## src/rtl/seg_pwm_pkg.sv

```systemverilog
// Shared constants for the seven-segment PWM decoder: segment indices, widths
// and the chase order that the tracker follows around the display.
package seg_pwm_pkg;

  localparam int NUM_SEGS  = 7;
  localparam int SEG_W     = 3;
  localparam int STEP_W    = 3;
  localparam int NUM_STEPS = 1 << STEP_W;

  typedef logic [SEG_W-1:0]  seg_idx_t;
  typedef logic [STEP_W-1:0] step_t;

  localparam seg_idx_t SEG_A = 3'd0;
  localparam seg_idx_t SEG_B = 3'd1;
  localparam seg_idx_t SEG_C = 3'd2;
  localparam seg_idx_t SEG_D = 3'd3;
  localparam seg_idx_t SEG_E = 3'd4;
  localparam seg_idx_t SEG_F = 3'd5;
  localparam seg_idx_t SEG_G = 3'd6;

  // Step k of the chase lights CHASE_TABLE[k*SEG_W +: SEG_W]; g appears twice.
  localparam logic [NUM_STEPS*SEG_W-1:0] CHASE_TABLE =
    {SEG_F, SEG_G, SEG_C, SEG_D, SEG_E, SEG_G, SEG_B, SEG_A};

  function automatic seg_idx_t chase_seg(input step_t s);
    return CHASE_TABLE[s*SEG_W +: SEG_W];
  endfunction

  function automatic step_t first_step_of(input seg_idx_t seg);
    step_t result = '0;
    for (int k = NUM_STEPS - 1; k >= 0; k--) begin
      if (chase_seg(step_t'(k)) == seg) result = step_t'(k);
    end
    return result;
  endfunction

endpackage

```

## src/rtl/seg_duty_counter.sv

```systemverilog
// Per-segment duty accumulator: counts lit samples across one window and,
// on capture, presents the total including the current sample while restarting.
module seg_duty_counter
  import seg_pwm_pkg::*;
#(
  parameter int WINDOW_WIDTH = 8
) (
  input  logic                  clk,
  input  logic                  reset,
  input  logic                  i_sample,
  input  logic                  i_capture,
  output logic [WINDOW_WIDTH:0] o_total
);

  localparam logic [WINDOW_WIDTH:0] FULL = {1'b1, {WINDOW_WIDTH{1'b0}}};

  logic [WINDOW_WIDTH:0] r_acc;

  assign o_total = (i_sample && (r_acc != FULL)) ? r_acc + 1'b1 : r_acc;

  // Clearing on capture drops nothing: the capture cycle's sample is in o_total.
  always_ff @(posedge clk) begin
    if (reset)          r_acc <= '0;
    else if (i_capture) r_acc <= '0;
    else                r_acc <= o_total;
  end

endmodule

```

## src/rtl/seg_pwm_decoder.sv

```systemverilog
// Measures per-segment PWM brightness over fixed windows, picks the brightest
// segment and tracks its position along the chase order.
module seg_pwm_decoder
  import seg_pwm_pkg::*;
#(
  parameter int COMMON_ANODE = 1,
  parameter int WINDOW_WIDTH = 8,
  parameter int LEVEL_WIDTH  = 5
) (
  input  logic                            clk,
  input  logic                            reset,
  input  logic [NUM_SEGS-1:0]             i_seg_in,
  output logic [NUM_SEGS*LEVEL_WIDTH-1:0] o_level,
  output logic [SEG_W-1:0]                o_peak_seg,
  output logic                            o_peak_valid,
  output logic [STEP_W-1:0]               o_step,
  output logic                            o_direction,
  output logic                            o_locked,
  output logic                            o_frame_valid
);

  localparam int SHIFT = WINDOW_WIDTH - LEVEL_WIDTH;
  localparam logic [NUM_SEGS-1:0] IDLE_PINS =
    (COMMON_ANODE != 0) ? {NUM_SEGS{1'b1}} : {NUM_SEGS{1'b0}};
  localparam logic [WINDOW_WIDTH:0] LEVEL_MAX =
    (WINDOW_WIDTH+1)'((1 << LEVEL_WIDTH) - 1);

  logic [NUM_SEGS-1:0]             r_sync1, r_sync2, w_lit;
  logic [WINDOW_WIDTH-1:0]         r_winCount;
  logic                            w_lastCycle;
  logic [WINDOW_WIDTH:0]           w_total    [NUM_SEGS];
  logic [WINDOW_WIDTH:0]           w_scaled   [NUM_SEGS];
  logic [LEVEL_WIDTH-1:0]          w_newLevel [NUM_SEGS];
  seg_idx_t                        w_peakIdx;
  logic [LEVEL_WIDTH-1:0]          w_peakLevel;
  logic                            w_anyLit;
  logic [NUM_SEGS*LEVEL_WIDTH-1:0] r_level;
  seg_idx_t                        r_peakSeg;
  logic                            r_peakValid, r_trackPending, r_frameValid;
  step_t                           r_step, w_stepNext, w_stepFwd, w_stepBack;
  logic                            r_direction, w_directionNext;
  logic                            r_locked, w_lockedNext;

  // Synchronizer resets to the unlit pin level so a fresh window starts dark.
  always_ff @(posedge clk) begin
    if (reset) begin
      r_sync1 <= IDLE_PINS;
      r_sync2 <= IDLE_PINS;
    end else begin
      r_sync1 <= i_seg_in;
      r_sync2 <= r_sync1;
    end
  end

  assign w_lit = (COMMON_ANODE != 0) ? ~r_sync2 : r_sync2;

  always_ff @(posedge clk) begin
    if (reset) r_winCount <= '0;
    else       r_winCount <= r_winCount + 1'b1;
  end

  assign w_lastCycle = &r_winCount;

  for (genvar g = 0; g < NUM_SEGS; g++) begin : g_seg
    seg_duty_counter #(
      .WINDOW_WIDTH(WINDOW_WIDTH)
    ) u_counter (
      .clk      (clk),
      .reset    (reset),
      .i_sample (w_lit[g]),
      .i_capture(w_lastCycle),
      .o_total  (w_total[g])
    );
  end

  always_comb begin
    for (int i = 0; i < NUM_SEGS; i++) begin
      w_scaled[i]   = w_total[i] >> SHIFT;
      w_newLevel[i] = (w_scaled[i] > LEVEL_MAX) ? LEVEL_MAX[LEVEL_WIDTH-1:0]
                                                : w_scaled[i][LEVEL_WIDTH-1:0];
    end
  end

  // Strict compare keeps the lowest index on ties.
  always_comb begin
    w_peakIdx   = SEG_A;
    w_peakLevel = w_newLevel[0];
    for (int i = 1; i < NUM_SEGS; i++) begin
      if (w_newLevel[i] > w_peakLevel) begin
        w_peakLevel = w_newLevel[i];
        w_peakIdx   = seg_idx_t'(i);
      end
    end
    w_anyLit = (w_peakLevel != '0);
  end

  always_ff @(posedge clk) begin
    if (reset) begin
      r_level        <= '0;
      r_peakSeg      <= SEG_A;
      r_peakValid    <= 1'b0;
      r_trackPending <= 1'b0;
      r_frameValid   <= 1'b0;
    end else begin
      r_trackPending <= w_lastCycle;
      r_frameValid   <= r_trackPending;
      if (w_lastCycle) begin
        for (int i = 0; i < NUM_SEGS; i++) begin
          r_level[i*LEVEL_WIDTH +: LEVEL_WIDTH] <= w_newLevel[i];
        end
        r_peakValid <= w_anyLit;
        if (w_anyLit) r_peakSeg <= w_peakIdx;
      end
    end
  end

  assign w_stepFwd  = r_step + 3'd1;
  assign w_stepBack = r_step - 3'd1;

  // The current step always points at the last accepted peak, so a peak equal
  // to chase_seg(r_step) means the brightest segment did not move.
  always_comb begin
    w_stepNext      = r_step;
    w_directionNext = r_direction;
    w_lockedNext    = r_locked;
    if (r_trackPending && r_peakValid && (chase_seg(r_step) != r_peakSeg)) begin
      if (chase_seg(w_stepFwd) == r_peakSeg) begin
        w_stepNext      = w_stepFwd;
        w_directionNext = 1'b1;
        w_lockedNext    = 1'b1;
      end else if (chase_seg(w_stepBack) == r_peakSeg) begin
        w_stepNext      = w_stepBack;
        w_directionNext = 1'b0;
        w_lockedNext    = 1'b1;
      end else begin
        w_stepNext   = first_step_of(r_peakSeg);
        w_lockedNext = 1'b0;
      end
    end
  end

  always_ff @(posedge clk) begin
    if (reset) begin
      r_step      <= '0;
      r_direction <= 1'b0;
      r_locked    <= 1'b0;
    end else begin
      r_step      <= w_stepNext;
      r_direction <= w_directionNext;
      r_locked    <= w_lockedNext;
    end
  end

  assign o_level       = r_level;
  assign o_peak_seg    = r_peakSeg;
  assign o_peak_valid  = r_peakValid;
  assign o_step        = r_step;
  assign o_direction   = r_direction;
  assign o_locked      = r_locked;
  assign o_frame_valid = r_frameValid;

endmodule

```

## config.mk

```make
export PLATFORM = sky130hd
export DESIGN_NAME = seg_pwm_decoder
export DESIGN_NICKNAME = d
export VERILOG_FILES = /design/src/rtl/seg_pwm_pkg.sv /design/src/rtl/seg_duty_counter.sv /design/src/rtl/seg_pwm_decoder.sv
export SDC_FILE = /design/constraint.sdc
export NUM_CORES = 1
export LEC_CHECK = 0
export CAP_MARGIN = 10
export CORE_UTILIZATION = 25
export DETAILED_ROUTE_END_ITERATION = 10
export HOLD_SLACK_MARGIN = 0.1
export PLACE_DENSITY = 0.4
export SLEW_MARGIN = 20
export SYNTH_ARGS = -nofsm -noshare
export SYNTH_HDL_FRONTEND = slang
export SYNTH_HIERARCHICAL = 1
export SYNTH_SLANG_ARGS = --single-unit
```

## constraint.sdc

```tcl
create_clock -name clk -period 13.3 [get_ports clk]
set_input_delay 3.99 -clock clk [delete_from_list [all_inputs] [get_ports clk]]
set_output_delay 3.99 -clock clk [all_outputs]
set_load 0.02 [all_outputs]
```

=== Word-level counts from Yosys, hierarchy flattened ===
Index checks and enable logic that the tools add are counted.

* Register bits after elaboration: 131
* Input port bits: 9
* Output and inout port bits: 45
* Logic and storage cells: 126

* Add/subtract/negate cells: 10
* Multipliers: 3
* $lt $le $gt $ge: 13
* Eq/ne operators: 16
* Shift-type cells: 3
* Multiplexer cells: 39
* Bitwise logic cells: 1
* Reduce and logical (&&, ||, !) cells: 16

{| class="wikitable"
|+ Operators by type and width
! cell !! number
|-
| 24-bit by 6-bit variable part select with 3-bit output (first input constant) || 3
|-
| 5-bit two-way mux || 13
|-
| 9-bit by 1-bit adder with 9-bit output (second input constant) || 7
|-
| 9-bit two-way mux || 7
|-
| 9-bit inequality test (second input constant) || 7
|-
| 6-bit by 5-bit greater-than comparator with 1-bit output (second input constant) || 7
|-
| 3-bit two-way mux || 13
|-
| 5-bit greater-than comparator || 6
|-
| 3-bit by 2-bit multiplier with 5-bit output (second input constant) || 3
|-
| 3-bit == test (first input constant) || 3
|-
| 1-bit logical AND || 9
|-
| 9-bit AND reduction || 1
|-
| 8-bit by 1-bit adder with 8-bit output (second input constant) || 1
|-
| 8-bit AND reduction || 1
|-
| 7-bit inverter || 1
|-
| 2-bit by 3-bit == test with 1-bit output (first input constant) || 2
|-
| 3-bit == test || 2
|-
| 1-bit two-way mux || 5
|-
| 5-bit nonzero test || 1
|-
| 3-bit by 1-bit adder with 3-bit output (second input constant) || 1
|-
| 1-bit by 3-bit == test with 1-bit output (first input constant) || 1
|-
| 3-bit logical NOT || 1
|-
| 3-bit inequality test || 1
|-
| 3-bit by 1-bit subtractor with 3-bit output (second input constant) || 1
|-
| 4 further kinds || 4
|}

=== Depth between registers and ports, before layout ===
* Word-level depth: 19
* Gate-level depth with buffers: 51
* Gate-level depth less buffers: 49

=== Modules after synthesis ===
Netlist, hierarchy kept.

{| class="wikitable"
|+ Modules (own cells, without submodules)
! module !! times used !! cells an instance !! area an instance (um^2) !! seq. area each (um^2)
|-
| seg_pwm_decoder || 1 || 532 || 4194.0 || 1361.3
|-
| seg_duty_counter || 7 || 58 || 533.0 || 180.2
|}

=== Least setup slack after synthesis ===
Ideal clock, no wire load.

* Path kind: register to register
* Start point: register g_seg[1].u_counter.r_acc[0]
* End point: register r_peakSeg[1], in the netlist o_peak_seg[1]
* Library setup time: 0.135 ns
* Arrival time: 9.175 ns
* Path slack: 3.990 ns
* Cell stages (with the launch flop): 49
* Path buffers: 2
* Clock period less this slack: 9.310 ns
* Cells stage by stage: dfxtp_1 ha_1 nand4_1 o21ai_0 nand2_1 nor2_1 inv_2 ha_1 nand2_1 a21o_1 o21ai_2 nand2_2 mux2_4 ha_1 nor2b_1 o31ai_1 a21o_2 or2_1 (+13 left out) nor2_1 a21oi_1 inv_1 ha_1 o211ai_1 a31o_2 or2_1 buf_6 mux2_2 ha_1 nor2b_1 o21a_1 o21ai_0 a21o_1 o311ai_4 a311oi_4 a21o_1 a211oi_2

{| class="wikitable"
|+ RTL lines
! element !! RTL line !! text
|-
| start, declared || seg_duty_counter.sv:17 || <nowiki>logic [WINDOW_WIDTH:0] r_acc;</nowiki>
|-
| start signal, assigned || seg_duty_counter.sv:25 || <nowiki>else r_acc <= o_total;</nowiki>
|-
| end signal, assigned || seg_pwm_decoder.sv:112 || <nowiki>if (w_anyLit) r_peakSeg <= w_peakIdx;</nowiki>
|-
| end, declared || seg_pwm_decoder.sv:38 || <nowiki>seg_idx_t r_peakSeg;</nowiki>
|}

==> impl_metrics.env <==
export IMPL_max_stage_delay_ns=0.41
export IMPL_maxSlewHeadroom_pct=33.97
export IMPL_tightest_slew_ns=0.9880
export IMPL_fmax_mhz=94.97
export IMPL_seqPwrFrac_pct=42.2
export IMPL_setup_viol=0
export IMPL_p_int_uw=736.4
export IMPL_rr_worst_depth=45
export IMPL_regArea_sq_um=2623
export IMPL_p_sw_share_pct=22.30
export IMPL_crit_path_max_fanout=10
export IMPL_hold_violations=0
export IMPL_numCtsBuffers=17
export IMPL_die_h_um=177.9
export IMPL_io_buffers=53
export IMPL_cap_viol_max_count=0
export IMPL_crit_required_ns=13.58
export IMPL_gr_total_overflow=0
export IMPL_drive_above_1_share_pct=11.63
export IMPL_endpoint_kind="register"
export IMPL_clock_latency_ns=0.43
export IMPL_area_delta_synth_final_pct=20.58
export IMPL_clk_pin_slew_worst_paths_ns=0.06
export IMPL_multi_input_area_sq_um=4792
export IMPL_coreArea_sq_um=30510
export IMPL_fin_nets=1025
export IMPL_wirelength_mm=19.07
export IMPL_initial_utilization_pct=25.34
export IMPL_gp_congestion=0.7770
export IMPL_synth_warnings=6
export IMPL_hpwl_mm=13.97
export IMPL_cp_start_kind="register"
export IMPL_power_frac_clock_pct=55.0
export IMPL_rsz0062_at_grt="no"
export IMPL_ctsResizeCount=0
export IMPL_via_count=6430
export IMPL_antenna_found_initial=0
export IMPL_fin_skew_ns=0.01228
export IMPL_drc=0
export IMPL_die_area_sq_um=31640
export IMPL_avgSynthCellArea_sq_um=8.432
export IMPL_ir_drop_uv=73.31
export IMPL_crit_top_cell="ha_1"
export IMPL_slew_violations=0
export IMPL_vias_per_cell=4.673
export IMPL_postSynthCellCount=917
export IMPL_fill_cells=3241
export IMPL_period_share_pct=79.17
export IMPL_hold_buffers=0
export IMPL_drtIter0Drc=306
export IMPL_cts_root_buf="clkbuf_16"
export IMPL_ant_nets=0
export IMPL_detail_route_wl_per_cell_um=13.86
export IMPL_syn_area_sq_um=7732
export IMPL_grt_max_degree=64
export IMPL_first_pass_iters=4
export IMPL_clockBufferDepth=2
export IMPL_p_per_area_nw_per_um2=101.6
export IMPL_final_min_clock_period_ns=10.53
export IMPL_crit_slowest_cell="o21ai_1"
export IMPL_grt_pass1_wl_mm=32.02
export IMPL_grtUsageTotal_pct=12.83
export IMPL_power_frac_comb_pct=2.8
export IMPL_p_leak_uw=0.003681
export IMPL_tns_ns=0
export IMPL_switching_power_uw=211.3
export IMPL_cts_setup_buffers=0
export IMPL_fin_cells=1376
export IMPL_diodes=0
export IMPL_num_io_pins=54
export IMPL_cts_tree="built"
export IMPL_dp_cells=1344
export IMPL_rows=64
export IMPL_synth_nets=975
export IMPL_fin_hold_ws_ns=0.4071
export IMPL_die_x_um=177.9
export IMPL_clock_sinks=131
export IMPL_status="finished clean"
export IMPL_grt_pass1_vias=6210
export IMPL_hp_class="reg2reg"
export IMPL_path_class="reg2reg"
export IMPL_critical_path_arrival_ns=10.81
export IMPL_htree_levels=4
export IMPL_power_total_uw=947.8
export IMPL_hold_depth=1
[metrics by stage]
stage	worst slack, ns	util, %	cell area, sq um
after global placement	2.991	28.44	8678
after floorplan	3.990	-	7732
after detailed placement	2.738	28.44	8678
after global routing	1.862	30.56	9324
final	2.771	30.56	9324
after CTS	2.730	30.56	9324
[power groups by stage]
stage | logic [uW] | clock network, uW | registers [uW]
after floorplan | 18.9 | 0 | 407
after global placement | 27.1 | 0 | 408
after detailed placement | 27.0 | 0 | 408
after CTS | 27.2 | 541 | 399
after global routing | 30.3 | 557 | 400
final | 26.5 | 522 | 400
[cells in the final DEF, fill, tap and decap left out, types with 8 or more instances in the layout]
master,instances
nor2_1,106
and2_1,17
or3_1,32
inv_1,59
o21ai_1,8
or2_2,29
mux2i_1,21
nand3_1,30
o21ai_0,33
nand4_1,15
xnor2_1,30
clkdlybuf4s50_1,52
nor3_1,17
o31ai_1,8
clkbuf_16,17
dfxtp_1,131
ha_1,49
xor2_1,13
a211oi_1,35
and4_1,8
nand2_1,91
o2111ai_1,14
a21oi_1,44
[routing by layer]
metal	wire [um]	GRT usage, %	vias up
li1	-	-	3362
met1	9622	17.02	2991
met2	8782	20.62	60
met3	419	2.464	17
met4	244	4.380	0
met5	0	0	-
[path summary, 6_finish.rpt]
| kind | start | to | slack (ns) |
|---|---|---|---|
| setup / recovery | g_seg[1].u_counter/r_acc[0] | o_peak_seg[1] | 2.77 |
| hold reg to reg | r_sync1[1] | r_sync2[1] | 0.41 |
| setup reg to reg | g_seg[1].u_counter/r_acc[0] | o_peak_seg[1] | 2.77 |
| hold / removal | r_sync1[1] | r_sync2[1] | 0.41 |
[critical path: cells and delay by family, from the launching register on]
family | cells | cell delay, ns
AOI/OAI and AO/OA | 21 | 4.48
adders and majority gates | 7 | 2.05
muxes | 3 | 1.10
buffers and inverters | 1 | 0.07
DFF | 1 | 0.36
and+or+nand+nor | 13 | 2.30
[registers in the layout (all words and copies together) (netlist names)]
| name | count |
|---|---|
| o_peak_seg | 3 |
| o_frame_valid | 1 |
| r_sync2 | 7 |
| g_seg.u_counter/r_acc | 63 |
| o_direction | 1 |
| o_peak_valid | 1 |
| o_step | 3 |
| r_trackPending | 1 |
| o_locked | 1 |
| r_sync1 | 7 |
| o_level | 35 |
| r_winCount | 8 |
[area by class of cell]
| type | instances | share of cell area (%) |
|---|---|---|
| Inverter | 60 | 2.415 |
| Clock inverter | 12 | 1.919 |
| Tap cell | 396 | 5.314 |
| Multi-Input combinational cell | 702 | 51.40 |
| Clock buffer | 20 | 5.005 |
| Sequential cell | 131 | 28.13 |
| Timing Repair Buffer | 55 | 5.824 |
(Power assumes the default switching activity.)
==> RTL edit, RTL diff (same settings) <==
Register the input `i_seg_in` before use, without a reset. The logic sees it one clock later.
--- a/src/rtl/seg_pwm_decoder.sv
+++ b/src/rtl/seg_pwm_decoder.sv
@@ -25,6 +25,12 @@
   localparam logic [WINDOW_WIDTH:0] LEVEL_MAX =
     (WINDOW_WIDTH+1)'((1 << LEVEL_WIDTH) - 1);
 
+  logic [NUM_SEGS-1:0] i_seg_q;
+
+  always_ff @(posedge clk) begin
+    i_seg_q <= i_seg_in;
+  end
+
   logic [NUM_SEGS-1:0]             r_sync1, r_sync2, w_lit;
   logic [WINDOW_WIDTH-1:0]         r_winCount;
   logic                            w_lastCycle;
@@ -47,7 +53,7 @@
       r_sync1 <= IDLE_PINS;
       r_sync2 <= IDLE_PINS;
     end else begin
-      r_sync1 <= i_seg_in;
+      r_sync1 <= i_seg_q;
       r_sync2 <= r_sync1;
     end
   end
Check against the original RTL: same outputs for any inputs over 10 cycles, from zero or initial values and one cycle with reset high; that may be too few to reach the edited logic, so the function may still have changed.
==> RTL edit against the unedited design <==
The run now ends with DRC left. Setup slack got worse by 0.76 ns. Total power down 1.8%. Sequential share of layout area rose by 1.3 points. Non-clock buffer count up 1. Worst hold slack got worse by 0.00086 ns. Sequential power up 5.2%. Sequential cell count up 7. Cell area increased by 0.55%. Combinational power fell by 4%. Global-route usage grew 0.16 points. Wire length up 2.7%. Area after synthesis increased by 1.4%.
==> RTL edit: results (changes against the unedited design) <==
| Metric | Value |
|---|---|
| Status | finished, violations left |
| Violated checks | DRC |
| Global placement routability congestion | 0.818 (+5.3%) |
| Layout cells sized above 1 | 11.6% (-0.083 points) |
| Hold Crit Class | reg -> reg |
| Post-cts resize count | 0 (unchanged) |
| CTS buffer count | 17 (unchanged) |
| Diodes inserted | 0 (unchanged) |
| Initial antenna violation count | 0 (unchanged) |
| Met1 Resource Use GR | 17.1% (+0.13 points) |
| H-tree depth | 4 (unchanged) |
| Largest net degree at the start of global routing | 61 (-4.7%) |
| # port buffers | 53 (unchanged) |
| CP peak stage delay | 0.65 ns (+0.24 ns) |
| Most flops, register | g_seg.u_counter/r_acc |
| Leakage | 3.76 nW (+2.1%) |
| Routing usage on met3 | 2.69% (+0.23 points) |
| Vias in the first global route | 6392 (+2.9%) |
| Total setup buffers inserted after CTS | 0 (unchanged) |
| DRC errors left | 6 (+6) |
| Max-slew headroom | 48.7% (+15 points) |
| Met2 usage | 21.0% (+0.36 points) |
| CTS Buffer Depth | 2 (unchanged) |
| Hpwl dp | 14300 µm (+2.4%) |
| CP max FO | 11 (+1) |
| Root Buffer | clkbuf_16 |
| Fin Hold WS | 0.406 ns (-0.000857 ns) |
| Skew final | 0.0159 ns (+0.00359 ns) |
| Detailed-route via count | 6502 (+1.1%) |
| R2R Setup Slk | 2.01 ns (-0.76 ns) |
| Nets | 1032 (+0.68%) |
| Maximum VDD drop | 0.0815 mV (+11%) |
| Synth Warn # | 6 (unchanged) |
| Critical Path Slowest Stage Cell | a21oi_1 |
| Detailed-router iteration count before antenna repair | 9 (+5) |
| First-pass GRT wire length | 32900 µm (+2.8%) |
| GR Overflow Total | 0 (unchanged) |
| Largest register FFs | 63 (unchanged) |
| Total track usage | 13.0% (+0.16 points) |
| Mapped Nets | 981 (+0.62%) |
| CTS clk-pin slew, worst paths | 0.06 ns (about the same) |
| Initial DRC Count | 262 (-14%) |
| WL final | 19600 µm (+2.7%) |
| Clock latency on the worst-skew pair | 0.43 ns (about the same) |
| Worst path arrival time | 11.59 ns (+0.78 ns) |
RTL edit: final cells by class:
cell class	count	area [µm²]
repair buffers	56	551
multi-input cells	702	4760
inverters	59	221
clock inverters	13	143
well taps	396	495
flip-flops and latches	138	2760
fillers	3267	21400
clock buffers	19	443
RTL edit: final timing paths:
kind / from / end / cells past startpoint
setup / recovery: g_seg[1].u_counter/r_acc[0] / o_peak_seg[1] / 48
hold / removal: r_sync1[4] / r_sync2[4] / 1
setup reg to reg: g_seg[1].u_counter/r_acc[0] / o_peak_seg[1] / 48
hold reg to reg: r_sync1[4] / r_sync2[4] / 1
RTL edit: metal layers:
layer  up-vias  part of all wire, %
met5         -                    0
met4         0                  1.4
met3        16                  2.7
met2        66                   45
met1      3026                   51
li1       3394                    -
RTL edit: worst max-delay path, delay by kind of cell (launching register included):
family | cells | cell delay, ns
buffers and inverters | 3 | 0.25
DFF | 1 | 0.37
and+or+nand+nor | 15 | 2.47
AOI/OAI and AO/OA | 22 | 5.79
muxes | 1 | 0.35
adders and majority gates | 7 | 1.93
RTL edit: stage by stage:
stage | setup WS, ns | total power [W] | cells | cell area [µm²]
after floorplan | 3.80 | 0.000448 | 923 | 7840
after global placement | 2.23 | 0.000457 | 1351 | 8790
after detailed placement | 2.09 | 0.000457 | 1351 | 8790
after CTS | 2.03 | 0.000952 | 1383 | 9380
after global routing | 0.633 | 0.000973 | 1383 | 9380
final | 2.01 | 0.000931 | 1383 | 9380
RTL edit: report_power, final:
group | leakage [nW] | switching [W] | internal [W]
Sequential | 1.12 | 0.00000266 | 0.000419
Combinational | 2.37 | 0.0000152 | 0.0000103
Clock | 0.272 | 0.000202 | 0.000282
